--- config.mk ---
export PLATFORM = sky130hd
export DESIGN_NAME = fetch_prefetch_queue
export DESIGN_NICKNAME = d
export VERILOG_FILES = /design/src/rtl/fetch_prefetch_queue.sv
export SDC_FILE = /design/constraint.sdc
export NUM_CORES = 1
export LEC_CHECK = 0
export CAP_MARGIN = 40
export CELL_PAD_IN_SITES_DETAIL_PLACEMENT = 0
export CELL_PAD_IN_SITES_GLOBAL_PLACEMENT = 2
export CORE_UTILIZATION = 38
export CTS_BUF_LIST = sky130_fd_sc_hd__clkbuf_4 sky130_fd_sc_hd__clkbuf_8
export DETAILED_ROUTE_END_ITERATION = 7
export GPL_TIMING_DRIVEN = 1
export PLACE_DENSITY_LB_ADDON = 0.1
export SLEW_MARGIN = 15
export SYNTH_ARGS = -nofsm -noshare
export SYNTH_HDL_FRONTEND = slang
export SYNTH_SLANG_ARGS = --single-unit
export TNS_END_PERCENT = 30
--- constraint.sdc ---
create_clock -name clock -period 3.6 [get_ports clock]
set_clock_uncertainty 0.2 [all_clocks]
set_input_delay 0.54 -clock clock [delete_from_list [all_inputs] [get_ports clock]]
set_output_delay 0.54 -clock clock [all_outputs]
set_load 0.02 [all_outputs]
--- src/rtl/fetch_prefetch_queue.sv ---
// fetch_prefetch_queue: instruction-fetch front end feeding the IF/ID register.
// Issues PC requests to instruction memory, buffers in-order responses together
// with their PC+4 in a DEPTH-entry FIFO, and presents one instruction per cycle
// to decode with backpressure. A redirect flushes the queue and arranges for the
// stale in-flight responses to be dropped.
//
// Ports
//   clock        pipeline clock; state updates on its falling edge
//   reset        asynchronous, active-high reset
//   imem_req     request valid            imem_addr   request byte address
//   imem_ready   memory accepts request   imem_rvalid response valid
//   imem_rdata   response word
//   redirect     taken branch             redirect_pc branch target
//   out_valid    head entry valid         out_instr   head word (0 when empty)
//   out_pcplus4  head PC+4 (0 when empty) out_ready   decode consumes head
module fetch_prefetch_queue #(
   parameter int unsigned DEPTH    = 4,
   parameter logic [31:0] RESET_PC = 32'h0000_0000
) (
   input  logic        clock,
   input  logic        reset,
   output logic        imem_req,
   output logic [31:0] imem_addr,
   input  logic        imem_ready,
   input  logic        imem_rvalid,
   input  logic [31:0] imem_rdata,
   input  logic        redirect,
   input  logic [31:0] redirect_pc,
   output logic        out_valid,
   output logic [31:0] out_instr,
   output logic [31:0] out_pcplus4,
   input  logic        out_ready
);

   localparam int unsigned CW = $clog2(DEPTH + 1);
   localparam int unsigned PW = $clog2(DEPTH);
   localparam int unsigned SW = CW + 1;
   localparam logic [SW-1:0] DEPTH_W = SW'(DEPTH);

   typedef struct packed {
      logic [31:0] instr;
      logic [31:0] pcplus4;
   } entry_t;

   entry_t          fifo [DEPTH];
   logic [31:0]     fetch_pc;
   logic [31:0]     resp_pc;
   logic [PW-1:0]   rd_ptr;
   logic [PW-1:0]   wr_ptr;
   logic [CW-1:0]   count;
   logic [CW-1:0]   inflight;
   logic [CW-1:0]   discard;

   logic            accept;
   logic            resp;
   logic            push;
   logic            pop;

   assign imem_addr = fetch_pc;

   // Handshake decode. The request gate counts in-flight words against free
   // FIFO slots, so a returning word always has somewhere to go.
   always_comb begin
      imem_req    = 1'b0;
      accept      = 1'b0;
      resp        = 1'b0;
      push        = 1'b0;
      pop         = 1'b0;
      out_valid   = 1'b0;
      out_instr   = '0;
      out_pcplus4 = '0;

      imem_req  = !reset && !redirect &&
                  (({1'b0, count} + {1'b0, inflight}) < DEPTH_W);
      accept    = imem_req && imem_ready;
      // A response with nothing outstanding is a protocol error and is ignored.
      resp      = imem_rvalid && (inflight != '0);
      push      = resp && (discard == '0) && !redirect;
      out_valid = (count != '0);
      pop       = out_valid && out_ready && !redirect;
      if (out_valid) begin
         out_instr   = fifo[rd_ptr].instr;
         out_pcplus4 = fifo[rd_ptr].pcplus4;
      end
   end

   // Control state: PCs, FIFO pointers and the three counters.
   always_ff @(negedge clock or posedge reset) begin
      if (reset) begin
         fetch_pc <= RESET_PC;
         resp_pc  <= RESET_PC;
         rd_ptr   <= '0;
         wr_ptr   <= '0;
         count    <= '0;
         inflight <= '0;
         discard  <= '0;
      end else if (redirect) begin
         // Every word still outstanding after this cycle is stale; a word
         // returning in this very cycle is dropped directly.
         fetch_pc <= redirect_pc;
         resp_pc  <= redirect_pc;
         rd_ptr   <= '0;
         wr_ptr   <= '0;
         count    <= '0;
         inflight <= inflight - CW'(resp);
         discard  <= inflight - CW'(resp);
      end else begin
         if (accept) begin
            fetch_pc <= fetch_pc + 32'd4;
         end
         inflight <= inflight + CW'(accept) - CW'(resp);
         if (resp && (discard != '0)) begin
            discard <= discard - CW'(1);
         end
         if (push) begin
            wr_ptr  <= wr_ptr + PW'(1);
            resp_pc <= resp_pc + 32'd4;
         end
         if (pop) begin
            rd_ptr <= rd_ptr + PW'(1);
         end
         count <= count + CW'(push) - CW'(pop);
      end
   end

   // FIFO storage; contents are masked at the output while count is zero.
   always_ff @(negedge clock) begin
      if (push) begin
         fifo[wr_ptr] <= '{instr: imem_rdata, pcplus4: resp_pc + 32'd4};
      end
   end

endmodule

==> Word level (Yosys, flattened, before mapping) <==
Memories as Yosys holds them, arrays and structs flattened.
Index checks and enable logic that the tools add are counted.
{ "totals": {"reg_bits": 77, "latchBits": 0, "ramBits": 256, "romBits": 0, "in_bits": 70, "out_inout_bits": 98, "elab_cells": 55, "n_memories": 1} }
{ "classes": {"add_sub_neg": 11, "n_mul": 0, "n_div": 0, "n_lt_le_gt_ge": 1, "eq_ne": 0, "shifts": 0, "n_mux": 16, "n_bitwise": 0, "reduce_logical": 19} }
{ "memory_table": {"columns": ["memory", "words", "word_bits", "rd", "rd_clocked_by_memory_dff", "wr", "line_no", "source"], "rows": [
  ["fifo", 4, 64, 1, 0, 1, "45", "entry_t fifo [DEPTH];"]
]} }
{ "op_table": {"columns": ["operator", "count"], "rows": [
  ["2-to-1 mux 32 bit", 6],
  ["adder 32 x 3 -> 32 bit (second input constant)", 2],
  ["2-to-1 mux 3 bit", 4],
  ["logical AND 1 bit", 9],
  ["nonzero test 3 bit", 3],
  ["subtractor 3 x 1 -> 3 bit", 3],
  ["2-to-1 mux 2 bit", 4],
  ["nonzero test 2 bit", 4],
  ["adder 3 x 1 -> 3 bit", 2],
  ["adder 2 x 1 -> 2 bit (second input constant)", 2],
  ["adder 3 x 3 -> 4 bit", 1],
  ["less-than comparator 4 x 3 -> 1 bit (second input constant)", 1],
  ["zero test 3 bit", 1],
  ["subtractor 3 x 1 -> 3 bit (second input constant)", 1],
  ["zero test 1 bit", 2],
  ["2-to-1 mux 1 bit", 2]
]} }

==> Logic depth before layout (Yosys ltp) <==
Gate-level depths: netlist of run 1.
{ "depth": {"depth_word": 7, "depth_mapped": 14, "depth_no_buf": 14} }

==> impl_results.md, run 1 <==
- Outcome: finished with violations
- Failing checks: negative setup slack
- Seq pwr share: 0.301
- Mapped Area: 14500 um2
- Setup WS post-layout: -1.25 ns
- Vias: 10100
- Layout area overhead: 45.0%
- Clk buf depth: 3
- Worst VDD drop: 0.425 mV
- Gr usage total: 0.197
- Final hold violations: 0
- Final Non-Filler Cells: 2115
- Share of layout cells above drive strength 1: 0.310
- Synthesized net count: 1053
- Gp weighted congestion: 0.755
- Worst Setup Start Kind: flip-flop
- Net count, final: 1646
- Pint: 0.0104 W
- P per Cell Area: 730 nW/um2
- Worst slew margin: 0.565
- I/O Buffers: 167
- Synth cell types: 51
- Placed cell count: 1698
- Post-synth EDFFs: 256
- CP bufs+invs: 5
- First-pass GRT wire length: 57.9 mm
- CP Class: reg -> out
- Worst-path cell chain: buf_12 -> buf_12 -> buf_12 -> buf_12 -> mux4_2 -> and2_4 -> buf_6
- H-tree levels: 2
- Drt total wl: 37.2 mm
- Clock share of power: 0.340
- Async set-reset flop share out of synthesis: 0.231
- Comb pwr share: 0.359
- Setup-failing EPs final: 102
- Routed vias/inst: 4.79
- CP Max Fanout: 7
- TritonCTS Buffers: 59
- CP Depth: 7
- Die Y: 197 um
- Clock net sink count: 333
- Worst r2r src: count[2]
- Placement Setup Slack: -1.30 ns
- Yosys reg bits: 333
- Insertion delay to the later sink of the worst-skew pair: 0.59 ns
- Vias in the first global route: 11100
- Crit path max-delay family: buffers and inverters
- Reg2reg setup slack: -0.06 ns
- Wire length per cell: 17.6 um
- Detail Route Antenna Nets: 0
- Worst reg2reg path depth: 23
- Boundary pin count: 168
- Ys Warns: 0
- Leak: 8.82 nW
- Hold Crit Depth: 0
- Detailed Route Iter0 Violations: 404
- Largest net degree at the start of global routing: 46
- N_diodes: 0
- Hold Crit Class: reg -> reg
- Initial antenna violation count: 1
- Seq/Total Area, Yosys: 0.663
- Sw frac: 0.324
- Avg Inst Size Synth: 15.0 um2
- Synth Instances: 965
- Row count: 71
- Post-DP HPWL: 23.8 mm
- RSZ-0062 raised after global routing: yes
- DRC viols: 0
- Top FF cell, synth: edfxtp_1
- Critical Path RT: 2.86 ns
- Core ar.: 37600 um2
- Hold buffers post-CTS: 0
- Sw Pwr: 0.00498 W
- Root buffer cell: clkbuf_8
- Final design utilization: 0.560
- CP arrival: 4.11 ns
- Worst path most repeated cell: buf_12
- Die width: 197 um
- Crit-path max cell delay: 0.50 ns
- CP endpoint kind: output port
- Clock edge transition at the registers on the reported setup and hold paths: 0.04 ns
- Die ar.: 39000 um2
- Grt ovf: 0
- CP startpoint: rd_ptr[0]
- Final slew viol count: 0
- Actual slew at the worst max-slew pin: 0.650 ns
- CTS tree: built
- Min-delay src: resp_pc[1]
- Worst path slowest cell: mux4_2
- Detailed Routing Iterations Pass 1: 4
- Initial core utilization: 0.386
- Max_cap viols: 0
==> cell usage in the layout (no fill, tap or decap), drive strengths merged, types with 11 or more instances in the layout <==
cell             n
and2            69
and3            14
buf            263
bufinv          12
clkbuf          71
clkdlybuf4s50   64
clkinv          11
dfrtn           77
edfxtp         256
ha              16
inv            292
mux4            64
nand2           75
nand3           44
nand4           27
nor2            26
o211ai          15
o21ai           48
xnor2           29
xor2            41
==> state kept, by name (all words and copies together) (netlist names) <==
| name | flops |
|---|---|
| count | 3 |
| discard | 3 |
| fifo | 256 |
| imem_addr | 32 |
| inflight | 3 |
| rd_ptr | 2 |
| resp_pc | 32 |
| wr_ptr | 2 |
==> logic make-up after synthesis <==
family | Yosys count | synth area share
flip-flops | 333 | 0.663
AND/OR/NAND/NOR | 299 | 0.113
AO/OA/AOI/OAI | 94 | 0.0396
buffers and inverters | 82 | 0.0228
XOR/XNOR | 70 | 0.0422
multiplexers | 69 | 0.103
adder cells (fa/ha/maj) | 18 | 0.0166
==> worst reg2reg max path, delay by kind of cell, from the launching register on <==
kind | cells | cell delay, ns
compound gates | 1 | 0.14
fa+ha+maj | 4 | 0.85
xor+xnor | 2 | 0.22
simple gates | 2 | 0.22
buf+inv | 14 | 1.55
flops | 1 | 0.35
==> synth_stat cells, types with 3 or more instances <==
cell type | count | area [um2]
xnor2_1 | 29 | 254
and3_1 | 14 | 87.6
buf_2 | 11 | 55.1
nor2_1 | 25 | 93.8
edfxtp_1 | 256 | 7690
inv_1 | 28 | 105
nand2b_1 | 4 | 25.0
o211ai_1 | 15 | 113
a21boi_0 | 3 | 22.5
buf_1 | 6 | 22.5
o21ai_0 | 48 | 240
nand2_1 | 74 | 278
ha_1 | 16 | 200
and4_1 | 9 | 78.8
nand3_1 | 43 | 215
xor2_1 | 41 | 359
o311ai_0 | 7 | 61.3
and2_1 | 69 | 432
or3_1 | 8 | 50.1
nor4_1 | 4 | 25.0
mux4_2 | 64 | 1440
clkbuf_1 | 32 | 120
nor3_1 | 7 | 35.0
a21oi_1 | 8 | 40.0
a31oi_1 | 5 | 31.3
mux2i_1 | 3 | 30.0
dfrtn_1 | 77 | 1930
nand4_1 | 26 | 163
nand4b_1 | 3 | 26.3
==> area by class of cell <==
class | instances | area (um2)
clock inverters | 294 | 1440
well taps | 511 | 639
inverters | 28 | 111
fillers | 3177 | 16500
repair buffers | 330 | 3520
multi-input cells | 550 | 4810
clock buffers | 69 | 912
flip-flops and latches | 333 | 9610
==> repair_timing <==
item,in CTS,in global routing
pin swaps,26,23
gates cloned,3,1
buffers inserted,33,20
resized for setup,527,117
hold endpoints to repair,0,0
setup endpoints to repair,401,119
==> per-layer routing <==
layer,wire (um),vias to the layer above,track usage
met3,1790,73,0.0574
met2,18500,232,0.320
li1,-,4852,-
met5,17,-,0
met4,827,2,0.0962
met1,16100,4968,0.240
==> final timing paths <==
path | to
max | out_instr[26]
min | fifo[2][1]
max reg2reg | inflight[2]
min reg2reg | fifo[2][1]
max in group asynchronous | resp_pc[1]
min in group asynchronous | inflight[0]
==> power groups by stage <==
stage / Clock [W] / Combinational [W] / Sequential (W)
floorplan: 0.000422 / 0.00221 / 0.00470
global placement: 0.000422 / 0.00427 / 0.00466
detailed placement: 0.000422 / 0.00430 / 0.00466
CTS: 0.00541 / 0.00506 / 0.00462
global route: 0.00578 / 0.00590 / 0.00464
finish: 0.00523 / 0.00551 / 0.00462
==> through the flow <==
step | hold WS, ns | power (W) | TNS [ns] | area (um2)
2_1_floorplan | 0.230 | 0.00733 | -238.92 | 14600
3_3_place_gp | 0.295 | 0.00935 | -295.76 | 17900
3_5_place_dp | 0.307 | 0.00938 | -300.56 | 17900
4_1_cts | 0.314 | 0.0151 | -84.74 | 20700
5_1_grt | 0.325 | 0.0163 | -87.26 | 21000
6_report | 0.313 | 0.0154 | -80.61 | 21000
(Power assumes the default switching activity.)
==> inputs of run 2 (changes only) <==
Settings changed: CORE_MARGIN set to 5.
==> impl_results.md, run 2 (synthesis results as in run 1) <==
- Critical Path RT: 2.86 ns
- Leak: 8.53 nW
- Setup-failing EPs final: 105
- DRC viols: 0
- Power after layout: 0.0144 W
- P per Cell Area: 701 nW/um2
- Wire length per cell: 17.5 um
- Biggest register: fifo
- CP arrival: 4.06 ns
- Initial core utilization: 0.385
- Grt ovf: 0
- Sw frac: 0.331
- Clk buf depth: 3
- CP endpoint kind: output port
- Max_cap viols: 0
- First-pass GRT wire length: 57.7 mm
- Final hold violations: 0
- Commonest non-fill, non-tap cell in the layout: inv_1
- CP Class: reg -> out
- CTS tree: built
- Min Hold Slack: 0.315 ns
- Layout area overhead: 41.8%
- Detailed Routing Iterations Pass 1: 4
- Post-DP HPWL: 24.4 mm
- Sw Pwr: 0.00477 W
- Largest net degree at the start of global routing: 79
- Outcome: finished with violations
- Gr usage total: 0.175
- Comb pwr share: 0.358
- Seq pwr share: 0.321
- Most frequent cells in the layout: inv_1, edfxtp_1, buf_6, buf_4, dfrtn_1
- Final slew viol count: 0
- Gp weighted congestion: 0.798
- Pint: 0.00965 W
- Root buffer cell: clkbuf_8
- Insertion delay to the later sink of the worst-skew pair: 0.55 ns
- Clock edge transition at the registers on the reported setup and hold paths: 0.04 ns
- Clock share of power: 0.321
- Drt total wl: 36.2 mm
- Die ar.: 42200 um2
- Initial antenna violation count: 0
- Hold Crit Class: reg -> reg
- Share of layout cells above drive strength 1: 0.311
- N_diodes: 0
- Final Non-Filler Cells: 2072
- H-tree levels: 2
- Worst Setup Start Kind: flip-flop
- Failing checks: negative setup slack
- Row count: 71
- RSZ-0062 raised after global routing: yes
- Worst slew margin: 0.543
- Max FFs per register: 256
- Hold buffers post-CTS: 0
- Die Y: 205 um
- CP Max Fanout: 8
- Setup WS post-layout: -1.20 ns
- Die width: 205 um
- TritonCTS Buffers: 58
- Routed vias/inst: 4.73
- Vias: 9799
- Clock net sink count: 333
- Placement Setup Slack: -1.32 ns
- I/O Buffers: 167
- Actual slew at the worst max-slew pin: 0.683 ns
- Worst VDD drop: 0.497 mV
- Net count, final: 1608
- Core ar.: 37700 um2
- Detail Route Antenna Nets: 0
- Placed cell count: 1692
- Final design utilization: 0.546
- Boundary pin count: 168
- Detailed Route Iter0 Violations: 274
- Vias in the first global route: 11200
==> run 2: worst paths after layout <==
kind,startpoint,endpoint,slack [ns],cells past startpoint
max in group asynchronous,reset,imem_addr[23],1.18,4
min reg2reg,resp_pc[0],fifo[1][0],0.32,0
min in group asynchronous,reset,imem_addr[17],1.51,3
max reg2reg,count[2],inflight[2],-0.11,23
min,resp_pc[0],fifo[1][0],0.32,0
max,rd_ptr[0],out_instr[11],-1.20,5
==> run 2: stage by stage <==
| stage | area, um2 | TNS (ns) |
|---|---|---|
| 2_1_floorplan | 14600 | -238.92 |
| 3_3_place_gp | 17800 | -283.45 |
| 3_5_place_dp | 17800 | -287.98 |
| 4_1_cts | 20400 | -81.30 |
| 5_1_grt | 20600 | -86.68 |
| 6_report | 20600 | -77.63 |
==> run 2: per-layer routing <==
metal | wire, um | up-vias | global-route usage
li1 | - | 4766 | -
met1 | 15700 | 4767 | 0.221
met2 | 18100 | 212 | 0.285
met3 | 1740 | 54 | 0.0500
met4 | 629 | 0 | 0.0706
met5 | 0 | - | 0
==> run 2: area by class of cell <==
cell class	count	area [um2]
clock buffers	75	957
clock inverters	282	1200
fillers	3291	17100
inverters	28	114
multi-input cells	550	4890
flip-flops and latches	333	9610
well taps	511	639
repair buffers	293	3160
==> run 2: power by group through the flow <==
stage	Clock, W	Combinational [W]	Sequential, W
2_1_floorplan	0.000422	0.00221	0.00470
3_3_place_gp	0.000422	0.00429	0.00466
3_5_place_dp	0.000422	0.00431	0.00465
4_1_cts	0.00482	0.00494	0.00462
5_1_grt	0.00528	0.00556	0.00465
6_report	0.00462	0.00516	0.00463
==> run 2: worst max-delay path: stages, from the launching register on <==
cell and delay, ns:
dfrtn_1 0.55, buf_12 0.20, buf_12 0.15, mux4_2 0.50
and2_4 0.18, buf_6 0.12
==> run 2: repair_timing <==
action | in CTS | in global routing
resized for setup | 631 | 107
pin swaps | 19 | 25
buffers inserted | 22 | 8
cloned | 1 | 0
setup endpoints to repair | 381 | 240
==> inputs of run 3 (changes only) <==
Settings changed: CORE_UTILIZATION 38 to 36, CTS_BUF_LIST sky130_fd_sc_hd__clkbuf_4 sky130_fd_sc_hd__clkbuf_8 to not set.
==> impl_results.md, run 3 (synthesis results as in run 1) <==
- Detail Route Antenna Nets: 0
- Power after layout: 0.0152 W
- Failing checks: negative setup slack
- Placed cell count: 1704
- H-tree levels: 2
- TritonCTS Buffers: 39
- CP arrival: 4.02 ns
- Sw frac: 0.327
- Placement Setup Slack: -1.32 ns
- Sw Pwr: 0.00496 W
- Min Hold Slack: 0.321 ns
- Max_cap viols: 0
- Core ar.: 39800 um2
- Worst VDD drop: 0.448 mV
- Net count, final: 1584
- Final slew viol count: 0
- Initial antenna violation count: 0
- CP Class: reg -> out
- Clk buf depth: 3
- Drt total wl: 38.2 mm
- Vias in the first global route: 10900
- Worst Setup Start Kind: flip-flop
- Seq pwr share: 0.305
- Clock share of power: 0.334
- Row count: 73
- Detailed Route Iter0 Violations: 396
- Leak: 8.55 nW
- Outcome: finished with violations
- I/O Buffers: 167
- Clock edge transition at the registers on the reported setup and hold paths: 0.05 ns
- RSZ-0062 raised after global routing: yes
- Largest net degree at the start of global routing: 71
- Setup-failing EPs final: 102
- N_diodes: 0
- Worst slew margin: 0.593
- Setup WS post-layout: -1.16 ns
- Comb pwr share: 0.361
- Pint: 0.0102 W
- Hold Crit Class: reg -> reg
- Routed vias/inst: 4.85
- Post-DP HPWL: 24.6 mm
- Most frequent cells in the layout: inv_1, edfxtp_1, buf_6, dfrtn_1, nand2_1
- Final Non-Filler Cells: 2049
- Gp weighted congestion: 0.798
- Clock net sink count: 333
- DRC viols: 0
- Grt ovf: 0
- P per Cell Area: 730 nW/um2
- Commonest non-fill, non-tap cell in the layout: inv_1
- Final hold violations: 0
- Actual slew at the worst max-slew pin: 0.609 ns
- Die width: 211 um
- Layout area overhead: 43.4%
- Boundary pin count: 168
- Initial core utilization: 0.364
- Vias: 9938
- Critical Path RT: 2.86 ns
- First-pass GRT wire length: 59.8 mm
- CP endpoint kind: output port
- Insertion delay to the later sink of the worst-skew pair: 0.54 ns
- Die ar.: 44400 um2
- Root buffer cell: clkbuf_16
- Share of layout cells above drive strength 1: 0.293
- Wire length per cell: 18.6 um
- Max FFs per register: 256
- Detailed Routing Iterations Pass 1: 4
- Die Y: 211 um
- Hold buffers post-CTS: 0
- Biggest register: fifo
- Gr usage total: 0.173
- CTS tree: built
- CP Max Fanout: 7
-- run 3: cell types whose count changed in the layout (fill, tap and decap cells not counted), moves of 3 or more --
cell	change
clkbuf_8	-62
clkbuf_16	+41
buf_16	+7
o21ai_1	-6
clkinv_2	-4
o21ai_0	+7
clkinvlp_4	+4
buf_4	-15
clkinv_1	-3
clkbuf_4	-12
-- run 3: layer usage --
| layer | vias up | global-route usage | share of wire |
|---|---|---|---|
| met3 | 52 | 0.0453 | 0.041 |
| met4 | 0 | 0.0695 | 0.025 |
| met2 | 227 | 0.284 | 0.49 |
| met1 | 4928 | 0.220 | 0.44 |
| li1 | 4731 | - | - |
| met5 | - | 0 | 0 |
-- run 3: power groups by stage --
stage                     sequential, W  combinational (W)  clock [W]
final                           0.00463            0.00548    0.00508
after CTS                       0.00462            0.00557    0.00527
after detailed placement        0.00466            0.00430   0.000422
after global placement          0.00466            0.00429   0.000422
after floorplan                 0.00470            0.00221   0.000422
after global routing            0.00464            0.00586    0.00569
-- run 3: what timing repair did --
item | in CTS | in global routing
endpoints found under the hold margin | 0 | 0
resized for setup | 710 | 18
cloned | 6 | 0
buffers inserted | 16 | 2
pin swaps | 43 | 5
setup endpoints to repair | 401 | 115
-- run 3: final cells by class --
cell class	instances	area (um2)
fillers	3488	19000
flip-flops and latches	333	9610
multi-input cells	550	4860
repair buffers	288	3300
clock inverters	282	1220
clock buffers	43	1040
well taps	525	657
inverters	28	115
-- run 3: worst paths after layout --
check                                 from       endpoint  slack [ns]  cells after the start
min in group asynchronous            reset    resp_pc[13]        1.54                      3
worst min-delay path            resp_pc[1]     fifo[1][1]        0.32                      0
worst max-delay path             rd_ptr[0]  out_instr[13]       -1.16                      6
worst min register to register  resp_pc[1]     fifo[1][1]        0.32                      0
max in group asynchronous            reset    resp_pc[24]        1.16                      4
worst max register to register    count[1]       count[2]        0.60                     13
-- run 3: stage by stage --
stage	util	instance area, um2	setup TNS, ns
3_3_place_gp	0.447	17800	-292.75
5_1_grt	0.523	20800	-80.14
2_1_floorplan	-	14600	-238.92
3_5_place_dp	0.447	17800	-294.58
4_1_cts	0.522	20800	-76.77
6_report	0.523	20800	-74.26
-- run 3: critical path, cell delays in order, from the launching register on --
cell     delay (ns)
dfrtn_1        0.44
buf_6          0.13
buf_12         0.15
buf_16         0.15
mux4_2         0.51
and2_4         0.17
buf_6          0.12
